===== src/rtl/game_round_if.sv =====
// Bus between the round controller and the surrounding game stages.
// The master side drives the button pulses and score; the slave side is the controller.
interface game_round_if #(
    parameter int SCORE_W = 12
);
    logic               start;
    logic               lvl_easy;
    logic               lvl_med;
    logic               lvl_hard;
    logic [SCORE_W-1:0] score;
    logic [1:0]         level;
    logic               game_active;
    logic               game_clr;
    logic [1:0]         state;
    logic [6:0]         time_left;
    logic [SCORE_W-1:0] high_score;
    logic               new_high;

    modport master (
        output start, lvl_easy, lvl_med, lvl_hard, score,
        input  level, game_active, game_clr, state, time_left, high_score, new_high
    );

    modport slave (
        input  start, lvl_easy, lvl_med, lvl_hard, score,
        output level, game_active, game_clr, state, time_left, high_score, new_high
    );
endinterface


===== src/rtl/game_round_ctrl.sv =====
// Whack-a-mole round controller: level select, countdown, timed play window, high score.
// Optional macro GAME_ROUND_ABORT_EN: start during COUNTDOWN/PLAY aborts the round to IDLE.
module game_round_ctrl #(
    parameter int CLK_HZ            = 50000000,
    parameter int COUNTDOWN_SECONDS = 3,
    parameter int GAME_SECONDS      = 30,
    parameter int SCORE_W           = 12
) (
    input  logic        clk,
    input  logic        rst_n,
    game_round_if.slave bus
);
    localparam int CNT_W = (CLK_HZ > 1) ? $clog2(CLK_HZ) : 1;
    localparam logic [CNT_W-1:0] CNT_MAX = CNT_W'(CLK_HZ - 1);
    localparam logic [6:0] CD_INIT   = 7'(COUNTDOWN_SECONDS);
    localparam logic [6:0] GAME_INIT = 7'(GAME_SECONDS);
`ifdef GAME_ROUND_ABORT_EN
    localparam bit ABORT_EN = 1'b1;
`else
    localparam bit ABORT_EN = 1'b0;
`endif

    typedef enum logic [1:0] {
        S_IDLE      = 2'd0,
        S_COUNTDOWN = 2'd1,
        S_PLAY      = 2'd2,
        S_OVER      = 2'd3
    } state_t;

    state_t             state_q, state_d;
    logic [CNT_W-1:0]   cnt_q, cnt_d;
    logic [6:0]         time_q, time_d;
    logic [1:0]         level_q, level_d;
    logic               clr_q, clr_d;
    logic               active_q, active_d;
    logic [SCORE_W-1:0] high_q, high_d;
    logic               new_high_q, new_high_d;
    logic               timing;
    logic               sec_tick;

    // Priority easy > med > hard; no pulse keeps the current level.
    function automatic logic [1:0] pick_level(input logic easy, input logic med,
                                              input logic hard, input logic [1:0] cur);
        if (easy)      return 2'd0;
        else if (med)  return 2'd1;
        else if (hard) return 2'd2;
        else           return cur;
    endfunction

    function automatic logic beats(input logic [SCORE_W-1:0] s, input logic [SCORE_W-1:0] best);
        return s > best;
    endfunction

    assign timing   = (state_q == S_COUNTDOWN) || (state_q == S_PLAY);
    assign sec_tick = timing && (cnt_q == CNT_MAX);

    always_ff @(posedge clk) begin
        if (!rst_n) begin
            state_q    <= S_IDLE;
            cnt_q      <= '0;
            time_q     <= '0;
            level_q    <= 2'd0;
            clr_q      <= 1'b0;
            active_q   <= 1'b0;
            high_q     <= '0;
            new_high_q <= 1'b0;
        end else begin
            state_q    <= state_d;
            cnt_q      <= cnt_d;
            time_q     <= time_d;
            level_q    <= level_d;
            clr_q      <= clr_d;
            active_q   <= active_d;
            high_q     <= high_d;
            new_high_q <= new_high_d;
        end
    end

    always_comb begin
        state_d    = state_q;
        cnt_d      = '0;
        time_d     = time_q;
        level_d    = level_q;
        clr_d      = 1'b0;
        high_d     = high_q;
        new_high_d = new_high_q;

        case (state_q)
            S_IDLE, S_OVER: begin
                level_d = pick_level(bus.lvl_easy, bus.lvl_med, bus.lvl_hard, level_q);
                if (bus.start) begin
                    state_d    = S_COUNTDOWN;
                    time_d     = CD_INIT;
                    clr_d      = 1'b1;
                    new_high_d = 1'b0;
                end
            end
            S_COUNTDOWN, S_PLAY: begin
                if (ABORT_EN && bus.start) begin
                    state_d = S_IDLE;
                    time_d  = '0;
                end else if (sec_tick) begin
                    // Counter wraps to 0 on the tick, so a phase change also restarts it.
                    if (time_q == 7'd1) begin
                        if (state_q == S_COUNTDOWN) begin
                            state_d = S_PLAY;
                            time_d  = GAME_INIT;
                        end else begin
                            state_d = S_OVER;
                            time_d  = '0;
                            if (beats(bus.score, high_q)) begin
                                high_d     = bus.score;
                                new_high_d = 1'b1;
                            end
                        end
                    end else begin
                        time_d = time_q - 7'd1;
                    end
                end else begin
                    cnt_d = cnt_q + 1'b1;
                end
            end
            default: state_d = S_IDLE;
        endcase

        active_d = (state_d == S_PLAY);
    end

    assign bus.state       = state_q;
    assign bus.level       = level_q;
    assign bus.time_left   = time_q;
    assign bus.game_clr    = clr_q;
    assign bus.game_active = active_q;
    assign bus.high_score  = high_q;
    assign bus.new_high    = new_high_q;
endmodule


===== src/flat_wrapper.sv =====
// flat-port wrapper written by rule: the top's interface ports become plain ports
module game_round_ctrl_flat 
#(
    parameter int CLK_HZ            = 50000000,
    parameter int COUNTDOWN_SECONDS = 3,
    parameter int GAME_SECONDS      = 30,
    parameter int SCORE_W           = 12
)
  (clk, rst_n, bus_start, bus_lvl_easy, bus_lvl_med, bus_lvl_hard, bus_score, bus_level, bus_game_active, bus_game_clr, bus_state, bus_time_left, bus_high_score, bus_new_high);
  game_round_if #(.SCORE_W(SCORE_W)) bus_i ();
  input  logic clk;
  input  logic rst_n;
  input wire logic [$bits(bus_i.start)-1:0] bus_start;
  input wire logic [$bits(bus_i.lvl_easy)-1:0] bus_lvl_easy;
  input wire logic [$bits(bus_i.lvl_med)-1:0] bus_lvl_med;
  input wire logic [$bits(bus_i.lvl_hard)-1:0] bus_lvl_hard;
  input wire logic [$bits(bus_i.score)-1:0] bus_score;
  output wire logic [$bits(bus_i.level)-1:0] bus_level;
  output wire logic [$bits(bus_i.game_active)-1:0] bus_game_active;
  output wire logic [$bits(bus_i.game_clr)-1:0] bus_game_clr;
  output wire logic [$bits(bus_i.state)-1:0] bus_state;
  output wire logic [$bits(bus_i.time_left)-1:0] bus_time_left;
  output wire logic [$bits(bus_i.high_score)-1:0] bus_high_score;
  output wire logic [$bits(bus_i.new_high)-1:0] bus_new_high;
  assign bus_i.start = bus_start;
  assign bus_i.lvl_easy = bus_lvl_easy;
  assign bus_i.lvl_med = bus_lvl_med;
  assign bus_i.lvl_hard = bus_lvl_hard;
  assign bus_i.score = bus_score;
  assign bus_level = bus_i.level;
  assign bus_game_active = bus_i.game_active;
  assign bus_game_clr = bus_i.game_clr;
  assign bus_state = bus_i.state;
  assign bus_time_left = bus_i.time_left;
  assign bus_high_score = bus_i.high_score;
  assign bus_new_high = bus_i.new_high;
  game_round_ctrl #(.CLK_HZ(CLK_HZ), .COUNTDOWN_SECONDS(COUNTDOWN_SECONDS), .GAME_SECONDS(GAME_SECONDS), .SCORE_W(SCORE_W)) u_core (.clk(clk), .rst_n(rst_n), .bus(bus_i));
endmodule

===== config.mk =====
export PLATFORM = sky130hd
export DESIGN_NAME = game_round_ctrl_flat
export DESIGN_NICKNAME = d
export VERILOG_FILES = /design/src/rtl/game_round_if.sv /design/src/rtl/game_round_ctrl.sv /design/src/flat_wrapper.sv
export SDC_FILE = /design/constraint.sdc
export NUM_CORES = 1
export LEC_CHECK = 0
export CAP_MARGIN = 20
export CORE_ASPECT_RATIO = 1.4
export CORE_MARGIN = 2
export CORE_UTILIZATION = 30
export CTS_BUF_LIST = sky130_fd_sc_hd__clkbuf_2
export DETAILED_ROUTE_END_ITERATION = 8
export PLACE_DENSITY = 0.53
export SLEW_MARGIN = 10
export SYNTH_ARGS = -nofsm -noshare
export SYNTH_HDL_FRONTEND = slang
export SYNTH_SLANG_ARGS = --single-unit

===== constraint.sdc =====
create_clock -name clk -period 2.4 [get_ports clk]
set_clock_uncertainty 0.05 [all_clocks]
set_input_delay 0.48 -clock clk [delete_from_list [all_inputs] [get_ports clk]]
set_output_delay 0.48 -clock clk [all_outputs]
set_load 0.05 [all_outputs]

==> results.toml <==
[floorplanning]
rows = 40
num_io_pins = 44
initial_core_util = 0.310
die-height_microns = 116
die-area_sq_um = 9720
die_width_microns = 83.9
core_region_area_sq_um = 8660

[synthesis]
synthMostInstantiatedCell = "dfxtp_1"
synth.distinct_cells = 45
yosysTopAreaCell = "dfxtp_1"
synth_enable_flop_cells = 0
postSynthAreaPerCell_sq_um = 8.38
synth.cells.most_frequent = "52 x dfxtp_1, 48 x nor2_1, 28 x a21oi_1, 22 x nand3_1, 21 x inv_1"
yosys_warnings = 0
synth-main-ff-cell = "dfxtp_1"
yosys.area.top_type_share = 0.388
synth.area.top_cells = "dfxtp_1 39%, ha_1 7.5%, nor2_1 6.7%"
postSynthCellCount = 320
synthesis.area_sq_um = 2680
yosysSeqAreaShare = 0.388
synth.net_count = 354
synth-async-reset-ratio = 0
postSynthRegisterBits = 52

[placement]
place.gp.congestion = 0.770
detailed_place_hpwl_mm = 4.37
place_inst = 470
place.port_buffers = 43

[outcome]
run_status = "complete, no violations"

[global_route]
grt_antenna_before_repair = 0
grt_overflow_total = 0
grt_pass1_wl_mm = 10.2
global_route_usage_over_all_layers = 0.128
grt_max_degree = 27
number_of_global_route_vias_before_repair = 2222

[power]
maximum_resistive_drop_on_vdd_uv = 193
totalPowerFinal_mw = 1.45
power.static_leakage_nw = 1.22
pwr_density_cell_nw_per_um2 = 429

[job]
cap_viol_max_count = 0

[worst_setup_path]
setup.reg_to_reg.worst_slack_ns = 0.13
worst_setup_path_start_kind = "flop"
cp.required_ns = 1.87
cpLargestDelayFamily = "buffers and inverters"
cp_num_buf_inv = 1
crit_path_max_fanout = 5
path_class = "flop to primary output"
critical_path.endpoint_type = "primary output"
crit_chain = "clkdlybuf4s50_1"
reg2reg_to = "u_core.bus.time_left[6]$_SDFFE_PN0P_"
regToRegStartpoint = "u_core.cnt_q[10]$_SDFF_PP0_"
worst_path_max_delay_cell = "clkdlybuf4s50_1"
worstPathArrival_ns = 1.74
worstRegToRegCells = 7
timing.critical_path.slowest_cell_delay_ns = 0.83

[min_path]
timing.hold.worst.start = "u_core.cnt_q[0]$_SDFF_PP0_"
holdPathEnd = "u_core.cnt_q[0]$_SDFF_PP0_"
hold_depth = 1
min-delay-path-class = "flop to flop"

[timing]
worst_slew_pin_slew_ns = 0.538
period_minus_slack_ns = 2.27
maxSlewHeadroom = 0.641
setup_repair_after_global_routing_missed_its_margin = "false"
maxClockFrequency_ghz = 0.440
fin_worst_hold_slack_ns = 0.445
report.final.hold_viol_count = 0
finalSetupViolations = 0
report.final.slew_viol_count = 0
period_share = 0.947

[finish]
final_nets = 409
final_cells = 481
drive_above_1_share = 0.125
fillCellCount = 881
syn2layout_area_growth_pct = 26.4
num_antenna_cells = 0

[cts]
cts-buffers-inserted = 5
clk_pin_slew_ns = 0.25
tritoncts = "built"
ctsLongestPathBuffers = 2
ctsHoldBuffers = 0
clock_insertion_delay_worst_skew_ns = 0.46
clock_tree.htree_level_count = 2
clockRootBuffer = "clkbuf_2"
cts_num_sinks = 52

[route]
drc = 0
final_antenna_net_count = 0
wirelength_mm = 6.02
avgViaCountPerCell = 4.89
count_of_routing_violations_after_the_opening_detailed_route_iteration = 77
routed_wire_length_per_instance_microns = 12.5
drtPass1Iterations = 4
vias = 2351
## routing by layer
layer,global-route usage,vias up,routed length [microns]
met2,0.231,43,3070
met5,0,-,0
met4,0.0484,0,95
met1,0.147,1097,2610
met3,0.0313,8,249
li1,-,1203,-
## worst reg2reg max path, delay by kind of cell, from the launching register on
kind | cells | cell delay [ns]
buffers and inverters | 1 | 0.23
flip-flops | 1 | 0.41
multiplexers | 1 | 0.21
AND/OR/NAND/NOR | 5 | 1.29
## cells in the final DEF (no fill, tap or decap), types with 2 or more instances in the layout
| cell | instances |
|---|---|
| xor2_1 | 10 |
| a21oi_1 | 28 |
| nor2_1 | 48 |
| clkdlybuf4s50_1 | 40 |
| o211ai_1 | 2 |
| clkinv_1 | 2 |
| nor2b_1 | 4 |
| nand2b_1 | 2 |
| nand2_1 | 17 |
| buf_12 | 2 |
| dfxtp_2 | 10 |
| and3_1 | 2 |
| clkinv_2 | 2 |
| inv_1 | 21 |
| nand3_1 | 22 |
| buf_4 | 15 |
| o21ai_0 | 11 |
| nor3_1 | 6 |
| mux2i_1 | 2 |
| clkbuf_2 | 5 |
| xnor2_1 | 13 |
| nand4_1 | 8 |
| a21o_1 | 13 |
| o21ai_1 | 2 |
| dlymetal6s2s_1 | 3 |
| or4_1 | 2 |
| ha_1 | 16 |
| nor2_4 | 2 |
| or3_1 | 6 |
| dfxtp_1 | 42 |
## worst max-delay path by stage
stage	start	endpoint	cells after the start
after detailed placement	bus_score[9]	u_core.bus.high_score[1]$_SDFFE_PN0P_	9
after CTS	u_core.bus.time_left[3]$_SDFFE_PN0P_	bus_time_left[3]	2
final	u_core.bus.time_left[4]$_SDFFE_PN0P_	bus_time_left[4]	1
after global routing	u_core.bus.time_left[1]$_SDFFE_PN0P_	u_core.bus.high_score[1]$_SDFFE_PN0P_	9
after global placement	bus_score[9]	u_core.bus.high_score[9]$_SDFFE_PN0P_	9
after floorplan	u_core.bus.high_score[9]$_SDFFE_PN0P_	u_core.bus.high_score[10]$_SDFFE_PN0P_	10
## cell families after synthesis
| logic type | share of synthesized area |
|---|---|
| buffers and inverters | 0.0607 |
| AO/OA/AOI/OAI | 0.131 |
| multiplexers | 0.00747 |
| flip-flops | 0.388 |
| adder cells (fa/ha/maj) | 0.0747 |
| XOR/XNOR | 0.0751 |
| AND/OR/NAND/NOR | 0.263 |
## registers in the layout, indices dropped and copies added, names as in the netlist
signal / cells
u_core.bus.game_active: 1
u_core.bus.level: 2
u_core.bus.time_left: 7
u_core.bus.game_clr: 1
u_core.cnt_q: 26
u_core.bus.new_high: 1
u_core.bus.state: 2
u_core.bus.high_score: 12
## stage by stage
step | setup TNS [ns] | utilization | instance area [sq um] | worst slack (ns)
6_report | 0 | 0.391 | 3390 | 0.128
5_1_grt | 0 | 0.391 | 3390 | 0.0129
4_1_cts | 0 | 0.384 | 3330 | 0.0256
3_5_place_dp | -3.31 | 0.380 | 3290 | -0.276
3_3_place_gp | -2.92 | 0.380 | 3290 | -0.245
2_1_floorplan | 0 | - | 2690 | 0.00876
## power by group
part | switching (mW) | leakage [nW] | internal, mW | total [mW]
logic | 0.131 | 0.765 | 0.0938 | 0.225
clock network | 0.278 | 0.0302 | 0.0654 | 0.343
registers | 0.00910 | 0.425 | 0.877 | 0.886
## final cells by class
type                       instances  area (sq um)  share of cell area
multi-input combinational        234          1490               0.440
inverter                          22          82.6              0.0244
sequential                        52          1050               0.311
tap                              105           131              0.0388
timing repair buffer              60           591               0.174
clock inverter                     3          13.8             0.00406
clock buffer                       5          25.0             0.00738
## timing repair
| item | CTS | global route |
|---|---|---|
| buffers inserted | 0 | 2 |
| resized for setup | 0 | 5 |
| endpoints found under the hold margin | 0 | 0 |
| endpoints found under the setup margin | 0 | 16 |
Note: power is estimated with default switching activity, not from simulation.
